File: src/rtl/mii_frame_receive.sv
// MII receive path: strips preamble/SFD, assembles bytes, filters on destination MAC and checks length/FCS.
// Bytes leave through a 5-byte delay line so the trailing FCS is never emitted.
module mii_frame_receive #(
   parameter bit MAC_FILTER_EN   = 1'b1,
   parameter int PREAMBLE_MIN    = 8,
   parameter int MIN_FRAME_BYTES = 64,
   parameter int MAX_FRAME_BYTES = 1518
) (
   input  logic        clk,
   input  logic        reset,
   input  logic [47:0] local_mac,
   input  logic        rx_en,
   input  logic        rx_dv,
   input  logic        rx_er,
   input  logic [3:0]  rx_d,
   output logic        out_valid,
   output logic [7:0]  out_data,
   output logic        out_last,
   output logic        frame_done,
   output logic        frame_good,
   output logic        err_crc,
   output logic        err_len,
   output logic        err_phy,
   output logic [15:0] frames_ok,
   output logic [15:0] frames_bad
);

   localparam logic [31:0] CRC_RESIDUE = 32'hDEBB_20E3;
   localparam logic [10:0] MIN_B       = 11'(MIN_FRAME_BYTES);
   localparam logic [10:0] MAX_B       = 11'(MAX_FRAME_BYTES);
   localparam logic [7:0]  PRE_MIN     = 8'(PREAMBLE_MIN);

   typedef enum logic [2:0] {
      S_SKIP,
      S_IDLE,
      S_PREAMBLE,
      S_DATA,
      S_DROP_SILENT
   } state_t;

   state_t      r_state;
   logic [7:0]  r_pre_cnt;
   logic [10:0] r_byte_cnt;
   logic [31:0] r_crc;
   logic [3:0]  r_lo;
   logic        r_half;
   logic [7:0]  r_dly [5];

   function automatic logic [31:0] crc32_byte(input logic [31:0] crc, input logic [7:0] data);
      logic [31:0] c;
      c = crc;
      for (int i = 0; i < 8; i++) begin
         c = (c[0] ^ data[i]) ? ((c >> 1) ^ 32'hEDB8_8320) : (c >> 1);
      end
      return c;
   endfunction

   logic [7:0]  w_byte;
   logic        w_byte_done;
   logic [10:0] w_cnt_next;
   logic [31:0] w_crc_next;
   logic [47:0] w_dest;
   logic        w_mac_ok;
   logic        w_err_len;
   logic        w_err_crc;
   logic        w_err_phy;
   logic        w_good;

   assign w_byte      = {rx_d, r_lo};
   assign w_byte_done = rx_en && (r_state == S_DATA) && rx_dv && !rx_er && r_half;
   assign w_cnt_next  = (r_byte_cnt == 11'h7FF) ? r_byte_cnt : r_byte_cnt + 11'd1;
   assign w_crc_next  = crc32_byte(r_crc, w_byte);
   assign w_dest      = {r_dly[4], r_dly[3], r_dly[2], r_dly[1], r_dly[0], w_byte};
   assign w_mac_ok    = !MAC_FILTER_EN || (w_dest == local_mac) || (w_dest == 48'hFFFF_FFFF_FFFF);

   // Verdict for a frame ending on this strobe; CRC only judged when the frame holds whole bytes.
   assign w_err_len = (r_byte_cnt < MIN_B) || (r_byte_cnt > MAX_B);
   assign w_err_crc = !r_half && (r_crc != CRC_RESIDUE);
   assign w_err_phy = r_half;
   assign w_good    = !(w_err_len || w_err_crc || w_err_phy);

   // NOTE: the delay line has no reset; its contents are only read once 5 bytes of a frame have filled it.
   always_ff @(posedge clk) begin
      if (w_byte_done) begin
         r_dly[0] <= w_byte;
         for (int i = 1; i < 5; i++) r_dly[i] <= r_dly[i-1];
      end
   end

   always_ff @(posedge clk or posedge reset) begin
      if (reset) begin
         r_state    <= S_SKIP;
         r_pre_cnt  <= '0;
         r_byte_cnt <= '0;
         r_crc      <= '1;
         r_lo       <= '0;
         r_half     <= 1'b0;
         out_valid  <= 1'b0;
         out_data   <= '0;
         out_last   <= 1'b0;
         frame_done <= 1'b0;
         frame_good <= 1'b0;
         err_crc    <= 1'b0;
         err_len    <= 1'b0;
         err_phy    <= 1'b0;
         frames_ok  <= '0;
         frames_bad <= '0;
      end else begin
         out_valid  <= 1'b0;
         out_last   <= 1'b0;
         frame_done <= 1'b0;
         frame_good <= 1'b0;
         err_crc    <= 1'b0;
         err_len    <= 1'b0;
         err_phy    <= 1'b0;
         if (rx_en) begin
            unique case (r_state)
               S_SKIP: if (!rx_dv) r_state <= S_IDLE;
               S_IDLE: begin
                  if (rx_dv && rx_d == 4'h5) begin
                     r_state   <= S_PREAMBLE;
                     r_pre_cnt <= 8'd1;
                  end
               end
               S_PREAMBLE: begin
                  if (!rx_dv) begin
                     r_state <= S_IDLE;
                  end else if (rx_d == 4'h5) begin
                     if (r_pre_cnt != 8'hFF) r_pre_cnt <= r_pre_cnt + 8'd1;
                  end else if (rx_d == 4'hD && r_pre_cnt >= PRE_MIN) begin
                     r_state    <= S_DATA;
                     r_crc      <= '1;
                     r_byte_cnt <= '0;
                     r_half     <= 1'b0;
                  end else begin
                     r_state <= S_SKIP;
                  end
               end
               S_DATA: begin
                  if (!rx_dv) begin
                     r_state    <= S_IDLE;
                     frame_done <= 1'b1;
                     frame_good <= w_good;
                     err_len    <= w_err_len;
                     err_crc    <= w_err_crc;
                     err_phy    <= w_err_phy;
                     if (w_good) frames_ok  <= frames_ok + 16'd1;
                     else        frames_bad <= frames_bad + 16'd1;
                     if (r_byte_cnt >= 11'd6) begin
                        out_valid <= 1'b1;
                        out_last  <= 1'b1;
                        out_data  <= r_dly[4];
                     end
                  end else if (rx_er) begin
                     r_state    <= S_SKIP;
                     frame_done <= 1'b1;
                     err_phy    <= 1'b1;
                     frames_bad <= frames_bad + 16'd1;
                  end else if (!r_half) begin
                     r_lo   <= rx_d;
                     r_half <= 1'b1;
                  end else begin
                     r_half     <= 1'b0;
                     r_crc      <= w_crc_next;
                     r_byte_cnt <= w_cnt_next;
                     if (w_cnt_next > MAX_B) begin
                        r_state    <= S_SKIP;
                        frame_done <= 1'b1;
                        err_len    <= 1'b1;
                        frames_bad <= frames_bad + 16'd1;
                     end else if (r_byte_cnt == 11'd5 && !w_mac_ok) begin
                        r_state <= S_DROP_SILENT;
                     end else if (r_byte_cnt >= 11'd5) begin
                        out_valid <= 1'b1;
                        out_data  <= r_dly[4];
                     end
                  end
               end
               S_DROP_SILENT: if (!rx_dv) r_state <= S_IDLE;
               default: r_state <= S_SKIP;
            endcase
         end
      end
   end

endmodule

File: config.mk
export PLATFORM = sky130hd
export DESIGN_NAME = mii_frame_receive
export DESIGN_NICKNAME = d
export VERILOG_FILES = /design/src/rtl/mii_frame_receive.sv
export SDC_FILE = /design/constraint.sdc
export NUM_CORES = 1
export LEC_CHECK = 0
export ABC_AREA = 1
export CAP_MARGIN = 20
export CELL_PAD_IN_SITES_DETAIL_PLACEMENT = 1
export CELL_PAD_IN_SITES_GLOBAL_PLACEMENT = 2
export CORE_MARGIN = 2
export CORE_UTILIZATION = 37
export DETAILED_ROUTE_END_ITERATION = 12
export PLACE_DENSITY = 0.85
export SYNTH_ARGS = -nofsm -noshare
export SYNTH_HDL_FRONTEND = slang
export SYNTH_SLANG_ARGS = --single-unit
File: constraint.sdc
create_clock -name clk -period 12.8 [get_ports clk]
set_input_delay 2.56 -clock clk [delete_from_list [all_inputs] [get_ports clk]]
set_output_delay 2.56 -clock clk [all_outputs]
set_load 0.05 [all_outputs]
Word level (Yosys, flattened, before mapping)
Memories as Yosys holds them, arrays and structs flattened.
Index checks and enable logic that the tools add are counted.
Cells by class
  bitwise gates (word level): 20
  equal/unequal tests: 32
  multiplexer cells: 92
  add/subtract/negate cells: 4
  reductions and logical operators: 30
  order comparisons: 6
Operators with widths (number)
  32-bit 2-to-1 mux: 14
  13-bit NOT with 14-bit output: 8
  8-bit 2-to-1 mux: 11
  16-bit 2-to-1 mux: 5
  11-bit 2-to-1 mux: 7
  32-bit one-hot mux with 2 select lines: 1
  48-bit == test: 1
  48-bit == test, second input constant: 1
  1-bit 2-to-1 mux: 40
  16-bit by 1-bit adder with 16-bit output, second input constant: 2
  32-bit != test, second input constant: 1
  3-bit 2-to-1 mux: 9
  2-bit != test, second input constant: 13
  11-bit by 3-bit >= comparator with 1-bit output, second input constant: 2
  11-bit > comparator, second input constant: 2
  11-bit one-hot mux with 2 select lines: 1
  8-bit one-hot mux with 2 select lines: 1
  8-bit AND reduction: 2
  3-bit one-hot mux with 4 select lines: 1
  6-bit AND reduction: 2
  11-bit by 1-bit adder with 11-bit output, second input constant: 1
  11-bit == test, second input constant: 1
  11-bit by 3-bit == test with 1-bit output, second input constant: 1
  11-bit by 7-bit < comparator with 1-bit output, second input constant: 1
  other kinds (26): 56
Storage, ports and cells
  input port bits: 57
  memories kept: 1
  output and inout bits: 47
  flip-flop bits (word level): 106
  RAM bits: 40
  word-level logic and storage cells: 201
Memory list
  r_dly: depth 5, width 8, rd ports 5, clocked after memory_dff 0, wr ports 5, line 47  | logic [7:0] r_dly [5];

Longest topological paths before layout
Gate-level depths: netlist of the first run.
  word-level depth: 20
  depth in mapped cells: 17
  mapped depth without buffers: 17

Worst setup path before layout of the first run
OpenSTA, ideal clock, no wires.
  path kind: input -> register
  start point: in rx_dv
  end point: mem r_dly[0][0] (enable)
  arrival time: 5.813 ns
  stages: 5
  path slack: 6.499 ns
  library setup time: 0.487 ns
  path buffers: 1
  data required time: 12.313 ns
  path through: buf_4 inv_2 nor2_2 inv_1 nor3_1
RTL lines
  start: declaration: line 13  | input logic rx_dv,
  end: declaration: line 47

Worst setup path after layout of the first run
  start point: in rx_dv
  end point: reg r_crc[5]
On the way
  cells in the longest elaborated chain, start to end: 2
  elaborated cells between the ends (all ways): 3
  classes of those cells: eq/ne: 2; reduce/logical: 1
Ends and longest elaborated chain
  2-bit != test (no source line)
  8-bit AND reduction (no source line) (*)
  end signal: assignment: line 164  | r_crc <= w_crc_next;
  end: declaration: line 44  | logic [31:0] r_crc;
Every way passes the cells marked *; elsewhere a longest branch is shown, timed or not.
A chain may end at the register's enable or synchronous reset.

==> summary.md, run 1 <==
| Metric | Value |
|---|---|
| Status | finished clean |
| Vias in the first global route | 7603 |
| Max Cap Viol | 0 |
| Yosys Warn Count | 0 |
| Hold Path Class | reg2reg |
| Dominant cells by area after synthesis | dfrtp_1, edfxtp_1, nand2_1, dfstp_2, xnor2_1 |
| Reg2reg start | r_state[1] |
| # setup viols final | 0 |
| CTS resizes | 0 |
| I/O Pins | 104 |
| Cell count after synthesis | 1017 |
| Fin crit period | 5.29 ns |
| Busiest layer in global routing | met2 |
| Static Leak | 4.51 nW |
| GPL Wtd Cong | 0.824 |
| Sum Neg Setup Slack | 0 ns |
| Crit start category | primary input |
| Pwr Total | 1.97 mW |
| Setup crit end kind | register |
| FF-to-FF End | r_crc[5] |
| Dpl cells | 1420 |
| Initial core utilization | 37.8% |
| Antenna fix cells | 0 |
| Top_reg_cell synth | dfrtp_1 |
| Register area share after synthesis | 45.2% |
| R2R Setup Slk | 9.94 ns |
| Antenna violations before repair | 0 |
| WL/cell | 16.9 um |
| GRT Resource Usage Total | 21.3% |
| Via count | 7181 |
| Reg2reg path depth | 15 |
| CP max FO | 32 |
| Commonest cells after routing, fill and taps aside | nand2_1, inv_1, clkdlybuf4s50_1 |
| Hold path start | out_data[6] |
| Number of synthesized flops with an enable pin | 40 |
| Hold Vio Cnt, Final | 0 |
| Layout cells sized above 1 | 10.9% |
| Area of the core | 0.0228 sq mm |
| NumNets Final | 1189 |
| Worst EP arrival | 5.66 ns |
| Final WS setup | 7.51 ns |
| Maximum clock path buffer count | 2 |
| Final wirelength | 24600 um |
| DR iter-0 viols | 351 |
| Most frequent standard cell in the layout excluding fill and tap cells | nand2_1 |
| Die W | 157 um |
| IO buf count | 103 |
| Dpl cell area | 0.00998 sq mm |
| Finished Layout Cells | 1452 |
| DPL Wire Length | 18200 um |
| First-pass GRT wire length | 40600 um |
| Post-synth top area share | 21.5% |
| Fmax | 189 MHz |
| Site Rows | 55 |
| Met1 Usage GRT | 27.9% |
| Final instance area | 0.0106 sq mm |
| Period utilization | 41.4% |
| Met3 Track Usage GR | 3.43% |
| Antenna-violating nets left | 0 |
| RSZ-0062 raised after global routing | false |
| Hold Path Depth | 2 |
| H-tree lvl count | 4 |
| Post-CTS setup buffer count | 0 |
| Synthesized Nets | 1080 |
| Crit path kind | in2reg |
| Pre-CTS setup slack | 7.10 ns |
| CTS tree | done |
| Area growth syn-to-layout | 22.8% |
| CTS Root Buffer Type | clkbuf_16 |
| Worst Hold End | out_data[6] |
| M2 GR Usage | 36.6% |
| Hold-fix buffers at CTS | 0 |
| WP data required | 13.17 ns |
| Yosys reg bits | 146 |
| Clock sink total | 146 |
| Die area | 0.0245 sq mm |
| Total grt overflow | 0 |
| DR pass1 iterations | 4 |
| Ys async rst share | 72.6% |
| Slew margin rel. | 32.9% |
| Synth cell types | 47 |
| Synth Cell Area | 0.00861 sq mm |
| # fillers | 2674 |
| Via/cell ratio | 4.95 |
| Slew Limit Fails | 0 |
| Final Util | 46.4% |
| Clock buffer count from CTS | 17 |
| Chip height | 157 um |
| Clock-pin transition on the worst setup and hold timing paths | 0.07 ns |
| Least-Margin Pin Slew | 1.01 ns |
| Yosys top cell by area | dfrtp_1 |
| Fin Clk Skew | 0.0111 ns |
| Syn Area/Cell | 8.47 sq um |
| Clock Latency Late Sink | 0.43 ns |
| Max VDD drop | 132 uV |
| Pwr Density | 187 mW/mm^2 |
| Largest net degree at the start of global routing | 74 |
| Hold WS | 0.470 ns |
| Remaining DRCs | 0 |
-- routing by layer --
layer,vias to the layer above,part of all wire [%],routed length [um]
met2,99,48,11900
met4,0,1.4,351
met3,26,2.6,635
li1,3540,-,-
met1,3516,47,11700
met5,-,0,0
-- synthesized netlist by cell type (all sizes together), types with 5 or more instances --
master  number
xor2        58
ha           6
a21oi       21
buf         13
inv        118
clkbuf       5
nor3        26
dfstp       32
edfxtp      40
nand3       68
o22ai        9
o21ai       46
nand2      263
a22oi        7
nor2        81
nand4       40
dfrtp       74
xnor2       69
o21a         5
or2         12
nor4         9
-- cell type report --
cell class | count | area (sq um) | share of cell area [%]
Sequential cell | 146 | 3890 | 36.8
Timing Repair Buffer | 108 | 1070 | 10.1
Tap cell | 313 | 392 | 3.70
Multi-Input combinational cell | 735 | 4180 | 39.5
Clock inverter | 15 | 174 | 1.64
Inverter | 118 | 445 | 4.21
Clock buffer | 17 | 425 | 4.02
-- where the power goes --
group	internal [mW]	switching [mW]
clock network	0.294	0.224
logic	0.275	0.480
registers	0.600	0.102
total	1.17	0.806
-- cell families after synthesis --
group,Yosys count,synth area share (%)
AOI/OAI and AO/OA,100,6.86
xor gates and xnor gates,127,14.1
adders and majority gates,6,0.872
buffers and inverters,136,6.30
DFF,146,45.2
and+or+nand+nor,502,26.7
-- critical path, stage by stage --
cell and delay (ns):
clkdlybuf4s50_1 0.77, inv_2 0.13, nor2_2 0.24, inv_1 0.10, nor2_1 0.16, inv_1 0.09
a21oi_2 0.19, inv_2 0.06, nor2_2 0.07, buf_4 0.33, inv_1 0.44, a21oi_1 0.25
o21ai_0 0.12, o21a_1 0.11
-- state kept, by name, indices dropped and copies added, names as in the netlist --
signal      flops
frame_done      1
r_crc          32
out_data        8
r_lo            4
r_pre_cnt       8
r_byte_cnt     11
out_last        1
frame_good      1
out_valid       1
frames_bad     16
r_half          1
r_state         3
err_phy         1
r_dly          40
err_crc         1
frames_ok      16
err_len         1
-- worst max-delay path by stage --
stage | from | end | slack, ns | depth (start not counted)
floorplan | rx_dv | r_dly[0][0] | 6.50 | 5
global placement | rx_dv | r_crc[5] | 7.19 | 14
detailed placement | rx_dv | r_crc[5] | 7.10 | 14
CTS | rx_dv | r_crc[5] | 7.53 | 14
global route | rx_dv | r_crc[5] | 7.23 | 14
finish | rx_dv | r_crc[5] | 7.51 | 14
Power figures use the tool's default switching activity.
==> inputs of run 2 (changes only) <==
--- a/config.mk
+++ b/config.mk
@@ -10,9 +10,9 @@
 export CELL_PAD_IN_SITES_DETAIL_PLACEMENT = 1
 export CELL_PAD_IN_SITES_GLOBAL_PLACEMENT = 2
 export CORE_MARGIN = 2
-export CORE_UTILIZATION = 37
+export CORE_UTILIZATION = 34
 export DETAILED_ROUTE_END_ITERATION = 12
-export PLACE_DENSITY = 0.85
+export PLACE_DENSITY = 0.79
 export SYNTH_ARGS = -nofsm -noshare
 export SYNTH_HDL_FRONTEND = slang
 export SYNTH_SLANG_ARGS = --single-unit
==> constraint.sdc (replaced) <==
create_clock -name clk -period 5.01 [get_ports clk]
set_input_delay 1.002 -clock clk [delete_from_list [all_inputs] [get_ports clk]]
set_output_delay 1.002 -clock clk [all_outputs]
set_load 0.05 [all_outputs]
==> summary.md, run 2 (synthesized netlist as in run 1, its figures left out) <==
| Metric | Value |
|---|---|
| Clock sink total | 146 |
| Initial core utilization | 34.4% |
| DPL Wire Length | 18500 um |
| Final wirelength | 24600 um |
| Post-CTS setup buffer count | 0 |
| CP max FO | 32 |
| Pwr Total | 4.96 mW |
| Antenna-violating nets left | 0 |
| Top flop regs | r_dly (40), r_crc (32) |
| Clock buffer count from CTS | 17 |
| Area growth syn-to-layout | 22.7% |
| NumNets Final | 1191 |
| Slew Limit Fails | 0 |
| Most flop-heavy register | r_dly |
| Sum Neg Setup Slack | 0 ns |
| R2R Setup Slk | 2.19 ns |
| Hold Path Class | reg2reg |
| Chip height | 163 um |
| Site Rows | 58 |
| DR iter-0 viols | 424 |
| Worst path max stage delay | 0.73 ns |
| Clock power share | 24.5% |
| GPL Wtd Cong | 0.849 |
| WL met1 | 12200 um |
| CP top delay family | buffers and inverters |
| Flop pwr share | 36.4% |
| Dpl cell area | 0.0100 sq mm |
| # setup viols final | 0 |
| Largest net degree at the start of global routing | 59 |
| H-tree lvl count | 4 |
| Die area | 0.0266 sq mm |
| RSZ-0062 raised after global routing | false |
| CTS resizes | 0 |
| CTS tree | done |
| Clock-pin transition on the worst setup and hold timing paths | 0.07 ns |
| Crit path kind | in2reg |
| Internal | 2.89 mW |
| FF-to-FF End | r_crc[5] |
| Vias in the first global route | 7389 |
| CP Cell Sequence | clkdlybuf4s50_1 > inv_2 > nor2_2 > inv_1 > nor2_1 > inv_1 > a21oi_2 > inv_2 > nor2_2 > buf_4 > inv_1 > a21oi_1 > o21ai_0 > o21a_1 |
| Maximum clock path buffer count | 2 |
| CP bufs+invs | 7 |
| Die W | 163 um |
| WP data required | 5.37 ns |
| Top routing layer in use | met5 |
| Launch point of the worst path | rx_dv |
| Static Leak | 4.50 nW |
| Period utilization | 73.0% |
| # fillers | 2959 |
| WL/cell | 16.7 um |
| Fin Clk Skew | 0.0181 ns |
| Antenna fix cells | 0 |
| Remaining DRCs | 0 |
| Reg2reg path depth | 14 |
| Commonest cells after routing, fill and taps aside | nand2_1, inv_1, clkdlybuf4s50_1 |
| Crit start category | primary input |
| Final WS setup | 1.35 ns |
| Most frequent standard cell in the layout excluding fill and tap cells | nand2_1 |
| Fin crit period | 3.66 ns |
| Max Cap Viol | 0 |
| Setup crit end kind | register |
| Wire length on met2 | 11300 um |
| Area of the core | 0.0250 sq mm |
| Reg2reg start | r_state[2] |
| Via/cell ratio | 4.87 |
| Worst EP arrival | 4.02 ns |
| Clock Latency Late Sink | 0.43 ns |
| Hold Vio Cnt, Final | 0 |
| Layout cells sized above 1 | 11.0% |
| Max VDD drop | 264 uV |
| Sw Pwr | 2.07 mW |
| CTS Root Buffer Type | clkbuf_16 |
| Net switching fraction of the power | 41.7% |
| Slowest stage cell on the critical path | clkdlybuf4s50_1 |
| Status | finished clean |
| Gate power share | 39.2% |
| Largest register FFs | 40 |
| Fmax | 273 MHz |
| IO buf count | 103 |
| Total grt overflow | 0 |
| Hold-fix buffers at CTS | 0 |
| Least-Margin Pin Slew | 0.784 ns |
| Most used cell along the critical path | inv_1 |
| DR WL met3 | 864 um |
| Pre-CTS setup slack | 0.929 ns |
| End of the critical path | r_crc[5] |
| Slew margin rel. | 47.4% |
| DR pass1 iterations | 7 |
| Final Util | 42.2% |
| CP Depth | 14 |
| Pwr Density | 469 mW/mm^2 |
| Antenna violations before repair | 1 |
| First-pass GRT wire length | 40200 um |
| I/O Pins | 104 |
| Via count | 7163 |
| Final instance area | 0.0106 sq mm |
| GRT Resource Usage Total | 19.2% |
## run 2: changes by cell type in the layout (fill, tap and decap cells not counted), sizes merged
cell,delta
buf,+2
bufinv,-2
clkinvlp,+1
inv,+1
## run 2: how the worst min path moves through the flow
stage	endpoint	depth (start not counted)	slack, ns	from
2_1_floorplan	r_state[0]	2	0.44	r_state[0]
3_3_place_gp	out_data[2]	2	0.46	out_data[2]
3_5_place_dp	out_data[3]	2	0.46	out_data[3]
4_1_cts	out_data[3]	2	0.47	out_data[3]
5_1_grt	r_dly[0][9]	0	0.50	r_dly[0][1]
6_report	out_data[3]	2	0.47	out_data[3]
## run 2: final cells by class
cell class,count,area [sq um],area share [%]
Multi-Input combinational cell,735,4180,39.6
Timing Repair Buffer,110,1080,10.3
Clock buffer,17,425,4.03
Tap cell,330,413,3.91
Sequential cell,146,3890,36.8
Inverter,118,445,4.22
Clock inverter,15,125,1.18
## run 2: power groups by stage
stage	registers, mW	logic [mW]	clock network, mW
floorplan	1.90	1.28	0
global placement	1.83	1.92	0
detailed placement	1.83	1.94	0
CTS	1.81	1.96	1.25
global route	1.84	2.16	1.29
finish	1.80	1.94	1.21
## run 2: worst register-to-register path: stages (launching register included)
cell	delay, ns
dfrtp_1	0.41
nor2_2	0.15
inv_2	0.07
nor2_4	0.16
inv_2	0.16
nor2_1	0.15
inv_1	0.09
a21oi_2	0.19
inv_2	0.06
nor2_2	0.07
buf_4	0.34
inv_1	0.45
a21oi_1	0.25
o21ai_0	0.10
o21a_1	0.11
## run 2: routing by layer
layer  vias to the layer above  GRT usage [%]
met5                         -              0
met1                      3491           27.1
met2                       102           30.6
li1                       3545              -
met3                        23           3.50
met4                         2           4.63
## run 2: stage by stage
step | std cells | hold slack (ns)
floorplan | 1017 | 0.442
finish | 1471 | 0.470
global placement | 1439 | 0.455
detailed placement | 1439 | 0.460
CTS | 1471 | 0.475
global route | 1471 | 0.499
==> inputs of run 3 (changes only) <==
==> constraint.sdc (replaced) <==
create_clock -name clk -period 3.6 [get_ports clk]
set_input_delay 0.72 -clock clk [delete_from_list [all_inputs] [get_ports clk]]
set_output_delay 0.72 -clock clk [all_outputs]
set_load 0.05 [all_outputs]
==> summary.md, run 3 (synthesized netlist as in run 1, its figures left out) <==
| Metric | Value |
|---|---|
| End of the critical path | out_data[1] |
| Fin Clk Skew | 0.0145 ns |
| Period utilization | 76.8% |
| R2R Setup Slk | 0.83 ns |
| Die W | 163 um |
| Wire length on met2 | 12000 um |
| Vias in the first global route | 7680 |
| Slew margin rel. | 57.4% |
| Fin crit period | 2.77 ns |
| Max VDD drop | 598 uV |
| Area growth syn-to-layout | 24.2% |
| CTS Root Buffer Type | clkbuf_16 |
| Area of the core | 0.0250 sq mm |
| Total grt overflow | 0 |
| Crit start category | register |
| Commonest cells after routing, fill and taps aside | nand2_1, inv_1, clkdlybuf4s50_1 |
| GPL Wtd Cong | 0.784 |
| Clock sink total | 146 |
| DR pass1 iterations | 4 |
| Antenna fix cells | 0 |
| Pwr Density | 664 mW/mm^2 |
| GRT Resource Usage Total | 19.7% |
| DPL Wire Length | 18700 um |
| Remaining DRCs | 0 |
| Max Cap Viol | 0 |
| First-pass GRT wire length | 41200 um |
| H-tree lvl count | 4 |
| I/O Pins | 104 |
| Hold Vio Cnt, Final | 0 |
| Launch point of the worst path | r_byte_cnt[0] |
| Status | finished clean |
| Die area | 0.0266 sq mm |
| Setup crit end kind | register |
| Antenna-violating nets left | 0 |
| Static Leak | 4.58 nW |
| Fmax | 362 MHz |
| # setup viols final | 0 |
| CP max FO | 10 |
| Antenna violations before repair | 0 |
| DR iter-0 viols | 328 |
| WL met1 | 12100 um |
| CTS tree | done |
| DR WL met3 | 629 um |
| Sum Neg Setup Slack | 0 ns |
| Hold path start | out_data[5] |
| Post-CTS setup buffer count | 0 |
| Slew Limit Fails | 0 |
| Final wirelength | 25000 um |
| Clock-pin transition on the worst setup and hold timing paths | 0.07 ns |
| Most flop-heavy register | r_dly |
| Dpl cell area | 0.0101 sq mm |
| CTS resizes | 0 |
| Top flop regs | r_dly (40), r_crc (32) |
| NumNets Final | 1198 |
| Most frequent standard cell in the layout excluding fill and tap cells | nand2_1 |
| WP data required | 3.91 ns |
| Crit path kind | reg2reg |
| Least-Margin Pin Slew | 0.640 ns |
| Via count | 7185 |
| Clock Latency Late Sink | 0.43 ns |
| Largest register FFs | 40 |
| Initial core utilization | 34.4% |
| Top routing layer in use | met4 |
| Final Util | 42.7% |
| Via/cell ratio | 4.86 |
| Chip height | 163 um |
| FF-to-FF End | out_data[1] |
| Layout cells sized above 1 | 11.6% |
| Reg2reg start | r_byte_cnt[0] |
| Largest net degree at the start of global routing | 62 |
| WL/cell | 16.9 um |
| Hold-fix buffers at CTS | 0 |
| IO buf count | 103 |
| Site Rows | 58 |
| Reg2reg path depth | 14 |
| Maximum clock path buffer count | 2 |
| Hold Path Class | reg2reg |
| Final instance area | 0.0107 sq mm |
| RSZ-0062 raised after global routing | false |
| Worst EP arrival | 3.08 ns |
| Clock buffer count from CTS | 17 |
[run 3: changes by cell type in the layout (fill, tap and decap cells not counted), moves of 2 or more]
cell        delta
clkinv_8       +2
clkinvlp_2     -2
buf_4          +6
clkinvlp_4     -2
inv_8          +3
[run 3: power breakdown]
part	switching, mW	internal, mW	leakage [nW]
clock	0.851	1.00	0.300
sequential	0.375	2.13	1.68
combinational	1.71	1.02	2.60
total	2.94	4.16	4.58
[run 3: worst min path at each step]
stage / slack [ns] / depth (start not counted) / end
floorplan: 0.44 / 2 / r_state[0]
global placement: 0.45 / 2 / out_data[0]
detailed placement: 0.47 / 2 / out_data[5]
CTS: 0.48 / 2 / out_data[5]
global route: 0.50 / 2 / out_data[5]
finish: 0.48 / 2 / out_data[5]
[run 3: stage by stage]
step	instances	hold WS (ns)	worst slack (ns)	power, mW
after floorplan	1017	0.442	0.144	4.43
after global placement	1446	0.455	0.523	5.25
after detailed placement	1446	0.466	0.461	5.28
after CTS	1478	0.483	0.786	7.17
after global routing	1478	0.501	0.494	7.60
final	1478	0.478	0.834	7.10
[run 3: area by class of cell]
type                       instances  area (sq um)
clock inverter                    15           183
clock buffer                      17           425
timing repair buffer             117          1150
inverter                         118           445
fill                            2935         14300
tap                              330           413
sequential                       146          3890
multi-input combinational        735          4190
[run 3: per-layer routing]
metal | global-route usage (%) | up-vias
met1 | 26.2 | 3507
met4 | 4.06 | 0
met3 | 3.73 | 17
met5 | 0 | -
li1 | - | 3556
met2 | 33.5 | 105
[run 3: worst max-delay path: stages (launching register included)]
cell     delay (ns)
dfrtp_1        0.47
ha_1           0.28
inv_1          0.10
nor2_4         0.18
nand3_4        0.17
nand2_1        0.15
nand2_1        0.08
nor2_2         0.18
nand4_1        0.27
nand2_1        0.18
nand2_1        0.07
nand2_2        0.17
nand2_2        0.17
nand2_1        0.12
nand2_1        0.06
